[src/rtl/job_abort_sequencer_if.sv]
// job_abort_sequencer_if: requester <-> sequencer bundle (start/abort/payload in, status/result out).
// Latency: pure wiring, no storage.
// Backpressure: none; the requester sees busy/done/aborted and the sequencer ignores out-of-state requests.
interface job_abort_sequencer_if #(
  parameter int CNT_W  = 4,
  parameter int DATA_W = 4
);
  logic              start;
  logic              abort;
  logic [DATA_W-1:0] data_in;
  logic              busy;
  logic              done;
  logic              aborted;
  logic [DATA_W-1:0] result;
  logic [CNT_W-1:0]  run_cnt;

  // Requester side: issues jobs, observes status and result.
  modport master (
    output start, abort, data_in,
    input  busy, done, aborted, result, run_cnt
  );

  // Sequencer side.
  modport slave (
    input  start, abort, data_in,
    output busy, done, aborted, result, run_cnt
  );
endinterface

[src/rtl/job_abort_sequencer.sv]
// job_abort_sequencer: runs one timed job (accept -> RUN_CYCLES in RUN -> commit payload to result), killable before commit.
// Latency: RUN_CYCLES cycles in RUN, one DONE or ABORT pulse cycle, then IDLE; next job earliest one cycle later.
// Backpressure: none; start is honoured only in IDLE, abort only in RUN. Watchdog kill path built when JOB_ABORT_SEQUENCER_WDOG_EN is defined.
module job_abort_sequencer #(
  parameter int CNT_W       = 4,
  parameter int RUN_CYCLES  = 4,
  parameter int WDOG_PERIOD = 3,
  parameter int DATA_W      = 4
) (
  input  logic                 clk,
  input  logic                 reset,
  job_abort_sequencer_if.slave bus
);

  typedef enum logic [1:0] {
    S_IDLE  = 2'd0,
    S_RUN   = 2'd1,
    S_DONE  = 2'd2,
    S_ABORT = 2'd3
  } state_t;

  state_t            r_state, w_state_nxt;
  logic [CNT_W-1:0]  r_run_cnt, w_run_cnt_nxt;
  logic [DATA_W-1:0] r_payload, w_payload_nxt;
  logic [DATA_W-1:0] r_result, w_result_nxt;
  logic              w_wdog_hit;

`ifdef JOB_ABORT_SEQUENCER_WDOG_EN
  logic [CNT_W-1:0]  r_wd, w_wd_nxt;

  // Watchdog expires on the edge that closes the WDOG_PERIOD-th RUN cycle.
  assign w_wdog_hit = (r_wd == CNT_W'(WDOG_PERIOD - 1));
`else
  logic [CNT_W-1:0]  w_unused_wdog;

  // Without the watchdog only the abort input can kill a job.
  assign w_wdog_hit    = 1'b0;
  assign w_unused_wdog = CNT_W'(WDOG_PERIOD - 1);
`endif

  // Next-state, counter and latch updates; abort beats watchdog beats commit.
  always_comb begin
    w_state_nxt   = r_state;
    w_run_cnt_nxt = r_run_cnt;
    w_payload_nxt = r_payload;
    w_result_nxt  = r_result;
`ifdef JOB_ABORT_SEQUENCER_WDOG_EN
    w_wd_nxt      = r_wd;
`endif
    case (r_state)
      S_IDLE: begin
        if (bus.start) begin
          w_state_nxt   = S_RUN;
          w_run_cnt_nxt = CNT_W'(RUN_CYCLES - 1);
          w_payload_nxt = bus.data_in;
`ifdef JOB_ABORT_SEQUENCER_WDOG_EN
          w_wd_nxt      = '0;
`endif
        end
      end
      S_RUN: begin
        if (bus.abort || w_wdog_hit) begin
          w_state_nxt = S_ABORT;
        end else if (r_run_cnt == '0) begin
          w_state_nxt  = S_DONE;
          w_result_nxt = r_payload;
        end else begin
          w_run_cnt_nxt = r_run_cnt - 1'b1;
`ifdef JOB_ABORT_SEQUENCER_WDOG_EN
          w_wd_nxt      = r_wd + 1'b1;
`endif
        end
      end
      S_DONE:  w_state_nxt = S_IDLE;
      S_ABORT: w_state_nxt = S_IDLE;
      default: w_state_nxt = S_IDLE;
    endcase
  end

  // State and datapath registers; reset drops any in-flight job without a pulse.
  always_ff @(posedge clk or posedge reset) begin
    if (reset) begin
      r_state   <= S_IDLE;
      r_run_cnt <= '0;
      r_payload <= '0;
      r_result  <= '0;
`ifdef JOB_ABORT_SEQUENCER_WDOG_EN
      r_wd      <= '0;
`endif
    end else begin
      r_state   <= w_state_nxt;
      r_run_cnt <= w_run_cnt_nxt;
      r_payload <= w_payload_nxt;
      r_result  <= w_result_nxt;
`ifdef JOB_ABORT_SEQUENCER_WDOG_EN
      r_wd      <= w_wd_nxt;
`endif
    end
  end

  // Status decoded purely from state so done/aborted/busy are mutually exclusive.
  assign bus.busy    = (r_state == S_RUN);
  assign bus.done    = (r_state == S_DONE);
  assign bus.aborted = (r_state == S_ABORT);
  assign bus.result  = r_result;
  assign bus.run_cnt = r_run_cnt;

endmodule

[src/flat_wrapper.sv]
// flat-port wrapper written by rule: the top's interface ports become plain ports
module job_abort_sequencer_flat 
#(
  parameter int CNT_W       = 4,
  parameter int RUN_CYCLES  = 4,
  parameter int WDOG_PERIOD = 3,
  parameter int DATA_W      = 4
)
  (clk, reset, bus_start, bus_abort, bus_data_in, bus_busy, bus_done, bus_aborted, bus_result, bus_run_cnt);
  job_abort_sequencer_if #(.CNT_W(CNT_W), .DATA_W(DATA_W)) bus_i ();
  input  logic clk;
  input  logic reset;
  input wire logic [$bits(bus_i.start)-1:0] bus_start;
  input wire logic [$bits(bus_i.abort)-1:0] bus_abort;
  input wire logic [$bits(bus_i.data_in)-1:0] bus_data_in;
  output wire logic [$bits(bus_i.busy)-1:0] bus_busy;
  output wire logic [$bits(bus_i.done)-1:0] bus_done;
  output wire logic [$bits(bus_i.aborted)-1:0] bus_aborted;
  output wire logic [$bits(bus_i.result)-1:0] bus_result;
  output wire logic [$bits(bus_i.run_cnt)-1:0] bus_run_cnt;
  assign bus_i.start = bus_start;
  assign bus_i.abort = bus_abort;
  assign bus_i.data_in = bus_data_in;
  assign bus_busy = bus_i.busy;
  assign bus_done = bus_i.done;
  assign bus_aborted = bus_i.aborted;
  assign bus_result = bus_i.result;
  assign bus_run_cnt = bus_i.run_cnt;
  job_abort_sequencer #(.CNT_W(CNT_W), .RUN_CYCLES(RUN_CYCLES), .WDOG_PERIOD(WDOG_PERIOD), .DATA_W(DATA_W)) u_core (.clk(clk), .reset(reset), .bus(bus_i));
endmodule
[config.mk]
export PLATFORM = sky130hd
export DESIGN_NAME = job_abort_sequencer_flat
export DESIGN_NICKNAME = d
export VERILOG_FILES = /design/src/rtl/job_abort_sequencer_if.sv /design/src/rtl/job_abort_sequencer.sv /design/src/flat_wrapper.sv
export SDC_FILE = /design/constraint.sdc
export NUM_CORES = 1
export LEC_CHECK = 0
export CORE_ASPECT_RATIO = 1.2
export CORE_UTILIZATION = 40
export CTS_CLUSTER_DIAMETER = 80
export CTS_CLUSTER_SIZE = 30
export DETAILED_ROUTE_END_ITERATION = 16
export GPL_TIMING_DRIVEN = 0
export PLACE_DENSITY_LB_ADDON = 0.3
export REMOVE_ABC_BUFFERS = 1
export SETUP_SLACK_MARGIN = 0.15
export SYNTH_ARGS = -nofsm -noshare
export SYNTH_HDL_FRONTEND = slang
export SYNTH_SLANG_ARGS = --single-unit
[constraint.sdc]
create_clock -name clk -period 2.4 [get_ports clk]
set_input_delay 0.6 -clock clk [delete_from_list [all_inputs] [get_ports clk]]
set_output_delay 0.6 -clock clk [all_outputs]
set_load 0.05 [all_outputs]
# Yosys cells after proc, flatten, opt, wreduce, memory -nomap -nowiden
# Cells that the tools add are included.
# op_classes
addsub	1
n_mul	0
n_div	0
magnitude_cmp	0
eq_ne	7
shifts	0
muxes	8
n_bitwise	1
reduce_logical	8
# ops
cell	count
two-way mux 4 bit	3
case mux 4 bit (2 select lines)	1
two-way mux 2 bit	3
!= test 2 bit (second input constant)	3
case mux 2 bit (3 select lines)	1
equality test 2 bit (second input constant)	2
logical NOT 4 bit	1
AND reduction 2 bit	2
AND reduction 4 bit	1
subtractor 4 x 1 -> 4 bit (second input constant)	1
!= test 3 x 2 -> 1 bit (second input constant)	1
AND reduction 3 bit	1
equality test 2 x 1 -> 1 bit (second input constant)	1
logical NOT 2 bit	1
nonzero test 2 bit	1
OR reduction 2 bit	1
inverter 1 bit	1
# word_totals
ff_bits	14
latchBits	0
mem_bits_rw	0
mem_bits_ro	0
input_bits	8
out_inout_bits	11
wordCells	29
n_memories	0

# Logic depth before layout (Yosys ltp)
# Gate-level depths: netlist of the first run.
# logic_depth
depth_word	4
mapped_depth	5
depth_no_buf	5

# Worst setup path after synthesis of the first run
# OpenSTA, ideal clock, no wires.
# synth_timing
path_type	register -> output
startpoint	reg u_core.r_state[0]
endpoint	out bus_done
t_arrival_ps	1220
required_ps	1800
setup_slack_ps	580
stages_incl_launch_ff	3
path_buffers	1
path_cell_list	dfrtp_1 -> buf_2 -> nor2b_1
# synth_between
elab_chain_len	1
# synth_lines
item	line_no	source
start, declared	job_abort_sequencer.sv:22	state_t r_state, w_state_nxt;
start signal, assigned	job_abort_sequencer.sv:91	r_state <= w_state_nxt;
equality test 2 bit	job_abort_sequencer.sv:103	assign bus.done = (r_state == S_DONE);
end, declared	flat_wrapper.sv:17	output wire logic [$bits(bus_i.done)-1:0] bus_done;
# No other way between the ends.

# Final worst setup path of the first run
# layout_timing
startpoint	reg u_core.r_state[1]
endpoint	out bus_busy
# layout_between
elab_chain_len	1
# layout_lines
item	line_no	source
equality test 2 x 1 -> 1 bit	job_abort_sequencer.sv:102	assign bus.busy = (r_state == S_RUN);
end, declared	flat_wrapper.sv:16	output wire logic [$bits(bus_i.busy)-1:0] bus_busy;
# No other way between the ends.

==> flow_summary.yaml, run 1 <==
synthesis:
  yosys.area.top_type: "dfrtp_1"
  synthesis.area_um2: 714
  synth_top_cell_area_share_pct: 49.0
  synth_warnings: 0
  syn_area_per_cell_um2: 12.3
  ys_seq_area_share_pct: 49.0
  synth.area.top_cells: "dfrtp_1 49%, mux2_4 8.4%, mux2_2 6.3%, inv_1 3.7%, ha_1 3.5%"
  yosys_register_bits: 14
  synth.distinct_cells: 25
  syn-instance-count: 58
clock_tree:
  cts_buffer_depth: 2
  postCtsHoldBufs: 0
  cts_setup_buffers: 0
  insertion_delay_ns: 0.28
  cts_root_buf: "clkbuf_4"
  cts_buffers: 3
  cts_tree: "built"
  clkSlewWorstSetupHoldPaths_ns: 0.08
  cts_resized: 3
  htreeDepth: 1
  cts_num_sinks: 14
sta:
  hold_viol: 0
  fin_setup_tns_ns: 0
  fin_skew_ns: 0.00371
  finalSetupViolCount: 0
  fin_crit_ns: 2.15
  post-route-period-util_pct: 89.5
  fmax_mhz: 465
  rsz0062_at_grt: "false"
  setup_slack_ns: 0.251
  worstMarginPinSlew_ns: 0.520
  slew_headroom_pct: 65.3
  drv_slew: 0
die:
  core-area_um2: 1660
  fp.dieH_um: 48.3
  die_area_um2: 1960
  rows: 16
  die_w_um: 40.6
  ios: 19
  initial_core_util_pct: 43.0
power:
  vdd_drop_max_mv: 0.760
  powerDensity_nw_per_um2: 1400
  leakage_uw: 0.000450
final_layout:
  final_area_um2: 930
  instances_no_fill: 95
  layout_common_cells: "14 x clkdlybuf4s50_1, 14 x dfrtp_1, 7 x inv_1"
  antenna_cells: 0
  drive_above_1_share_pct: 18.2
  fin_nets: 89
  syn_to_final_growth_pct: 30.1
grt:
  antenna_found_initial: 0
  grt_pass1_wl_mm: 1.81
  gr-total-overflow: 0
  grt_pass1_vias: 422
  groute.usage.overall_pct: 14.2
  grt_max_degree: 15
placement:
  pre_cts_ws_ns: 0.254
  numPortBuffers: 18
  dp_hpwl_um: 846
  dpl_cell_area_um2: 907
  gp_congestion: 0.759
  placed_cells: 92
drt:
  num_vias: 500
  wl_mm: 1.15
  dr.pass1.iters: 4
  ant_nets: 0
  wl_per_cell_um: 12.1
  first_iter_violations: 7
  drcViolationCount: 0
  vias_per_cell: 5.26
outcome:
  outcome: "finished, final reports clean"
flow_run:
  cap_viol_max_count: 0
setup_path:
  crit_type: "reg2out"
  start_kind: "flip-flop"
  worstPathMaxFanout: 9
  crit_required_ns: 1.80
  arrival_ns: 1.55
  crit_path_end_kind: "primary output"
min_path:
  hold_path_class: "reg2reg"
==> power by group <==
part           internal (µW)  switching, µW  leakage [µW]
registers                342            105      0.000171
logic                    294            431      0.000265
clock network           58.2           72.3     0.0000138
total                    694            608      0.000450
==> worst paths after layout <==
kind | startpoint | endpoint | slack (ns) | cells after the start
max reg2reg | u_core.bus.run_cnt[0] | u_core.bus.result[1] | 0.79 | 5
max | u_core.r_state[1] | bus_busy | 0.25 | 3
min reg2reg | u_core.r_payload[3] | u_core.bus.result[3] | 0.50 | 1
min | u_core.r_payload[3] | u_core.bus.result[3] | 0.50 | 1
min in group asynchronous | reset | u_core.bus.result[2] | 0.65 | 2
max in group asynchronous | reset | u_core.bus.result[3] | 1.41 | 2
==> flip-flops by register name, indices dropped and copies added (netlist names) <==
register / count
u_core.r_state: 2
u_core.bus.result: 4
u_core.bus.run_cnt: 4
u_core.r_payload: 4
==> critical path, stage by stage, from the launching register on <==
cell	delay (ns)
dfrtp_1	0.47
nand2b_1	0.23
inv_1	0.08
clkdlybuf4s15_1	0.49
==> cells by family (layout without fill, tap and decap cells) <==
group | Yosys count | count (layout) | synth area share, %
XOR/XNOR | 1 | 1 | 1.23
adder cells (fa/ha/maj) | 2 | 2 | 3.50
buffers and inverters | 9 | 28 | 5.08
AND/OR/NAND/NOR | 16 | 16 | 16.8
AO/OA/AOI/OAI | 7 | 7 | 8.23
multiplexers | 9 | 9 | 16.1
flip-flops | 14 | 14 | 49.0
==> synth_stat cells (all sizes together) <==
library cell and n:
nand3 1, ha 2, a311oi 1, o211ai 1, a221o 1, nor3 2
buf 2, mux2i 1, nor2b 1, nor2 4, a2111o 1, inv 7
a21oi 1, xnor2 1, and2 1, nor3b 2, mux2 8, o2bb2ai 1
a22oi 1, nand2b 3, nand3b 2, dfrtp 14
==> stage by stage <==
| step | power, µW | hold WS [ns] | utilization (%) |
|---|---|---|---|
| after CTS | 1310 | 0.508 | 55.7 |
| after detailed placement | 1190 | 0.490 | 54.6 |
| after global placement | 1180 | 0.487 | 54.6 |
| after global routing | 1380 | 0.521 | 55.9 |
| after floorplan | 974 | 0.478 | - |
| final | 1300 | 0.504 | 55.9 |
==> cell type report <==
cell class	instances	area, µm²
multi-input combinational	35	328
clock buffer	3	22.5
fill	153	732
timing repair buffer	18	180
sequential	14	350
tap	18	22.5
inverter	7	26.3
==> routing by layer <==
layer  wire, µm  track usage, %
met3         63            4.11
met4         23            8.00
met5          0               0
met2        548            20.0
met1        513            19.4
Power figures use the tool's default switching activity.
==> run 2: changes to the inputs <==
ABC_CLOCK_PERIOD_IN_PS = 2400   (was unset)
==> results of run 2 <==
The final DEF is identical to that of run 1; final timing and power are the same.
==> run 3: changes to the inputs <==
CORE_UTILIZATION = 45   (was 40)
==> flow_summary.yaml, run 3 (synthesis gave the netlist of run 1 again) <==
grt:
  gr-total-overflow: 0
  groute.usage.overall_pct: 17.8
  grt_pass1_wl_mm: 2.07
  grt_max_degree: 15
  antenna_found_initial: 0
  grt_pass1_vias: 488
power:
  intPower_uw: 724
  combPwrFrac_pct: 53.9
  clkPwrFrac_pct: 12.7
  vdd_drop_max_mv: 0.657
  power_frac_seq_pct: 33.4
  total_power_uw: 1340
  leakage_uw: 0.000446
  powerDensity_nw_per_um2: 1430
  switching_power_uw: 616
  switching_share_pct: 46.0
drt:
  wl_met1_um: 506
  drcViolationCount: 0
  met3_length_um: 46
  wl_met2_um: 613
  num_vias: 493
  wl_mm: 1.19
  ant_nets: 0
  wl_per_cell_um: 12.5
  top_layer_used: "met4"
  vias_per_cell: 5.19
  first_iter_violations: 0
  dr.pass1.iters: 1
die:
  rows: 15
  die_w_um: 38.4
  die_area_um2: 1750
  ios: 19
  fp.dieH_um: 45.7
  core-area_um2: 1460
  initial_core_util_pct: 48.8
sta:
  worstMarginPinSlew_ns: 0.536
  finalSetupViolCount: 0
  hold_viol: 0
  fin_crit_ns: 2.20
  drv_slew: 0
  fmax_mhz: 454
  rsz0062_at_grt: "false"
  fin_setup_tns_ns: 0
  fin_skew_ns: 0.00667
  post-route-period-util_pct: 91.8
  slew_headroom_pct: 64.2
final_layout:
  drive_above_1_share_pct: 20.5
  instances_no_fill: 95
  nFillCells: 126
  antenna_cells: 0
  final_area_um2: 935
  seq_area_um2: 350
  syn_to_final_growth_pct: 30.8
  layout_common_cells: "15 x clkdlybuf4s50_1, 14 x dfrtp_1, 7 x inv_1"
  layout_commonest_cell: "clkdlybuf4s50_1"
  multi_input_area_um2: 328
  fin_nets: 89
clock_tree:
  cts_num_sinks: 14
  cts_buffers: 3
  cts_buffer_depth: 2
  htreeDepth: 1
  clkSlewWorstSetupHoldPaths_ns: 0.09
  cts_root_buf: "clkbuf_4"
  insertion_delay_ns: 0.28
  cts_tree: "built"
placement:
  numPortBuffers: 18
  dpl_cell_area_um2: 906
  dp_hpwl_um: 891
  placed_cells: 91
  gp_congestion: 0.734
setup_path:
  crit_family: "buffers and inverters"
  worstPathCellList: "clkdlybuf4s50_1"
  crit_path_end_kind: "primary output"
  worstPathMaxFanout: 6
  crit_required_ns: 1.80
  start_kind: "flip-flop"
  critical-path-max-stage-delay_ns: 0.84
  path_buf_inv: 1
  crit_type: "reg2out"
  arrival_ns: 1.60
  crit_path_top_delay_cell: "clkdlybuf4s50_1"
flow_run:
  cap_viol_max_count: 0
min_path:
  hold_path_class: "reg2reg"
outcome:
  outcome: "finished, final reports clean"
## run 3: cell count changes in the layout (fill, tap and decap cells not counted), sizes merged
cell,previous run,this run
dlymetal6s2s,1,0
clkdlybuf4s50,14,15
clkdlybuf4s15,1,0
clkbuf,3,5
## run 3: metrics by stage
step,util [%],setup WS (ns),hold WS (ns)
after detailed placement,61.9,0.229,0.493
final,63.8,0.197,0.506
after CTS,64.1,0.181,0.510
after floorplan,-,0.620,0.478
after global placement,61.9,0.266,0.486
after global routing,63.8,0.168,0.530
## run 3: power by group through the flow
stage               clock network, µW  registers (µW)  logic, µW
floorplan                           0             628        346
global placement                    0             446        732
detailed placement                  0             450        748
CTS                               171             449        734
global route                      183             465        776
finish                            171             448        722
## run 3: cell type report
class                   instances  area share, %
flip-flops and latches         14           37.5
repair buffers                 18           18.5
multi-input cells              35           35.1
inverters                       7           2.81
clock buffers                   4           3.88
well taps                      17           2.28
## run 3: routing by layer
metal	GRT usage, %	up-vias
met4	10.3	0
met3	2.94	4
li1	-	240
met1	21.3	236
met2	29.8	13
met5	0	-
## run 3: what timing repair did
item                                    4_1_cts  5_1_grt
endpoints found under the setup margin        3        1
resized for setup                             3        2
hold buffers                                  0        0
buffers inserted                              0        0
## run 3: final timing paths
path                                        from                   end  slack [ns]  depth (start not counted)
setup / recovery           u_core.bus.run_cnt[2]        bus_run_cnt[2]        0.20                          1
hold / removal               u_core.r_payload[2]  u_core.bus.result[2]        0.51                          1
setup reg to reg           u_core.bus.run_cnt[0]  u_core.bus.result[3]        0.81                          5
hold reg to reg              u_core.r_payload[2]  u_core.bus.result[2]        0.51                          1
max in group asynchronous                  reset   u_core.r_payload[0]        1.39                          2
min in group asynchronous                  reset     u_core.r_state[1]        0.65                          2
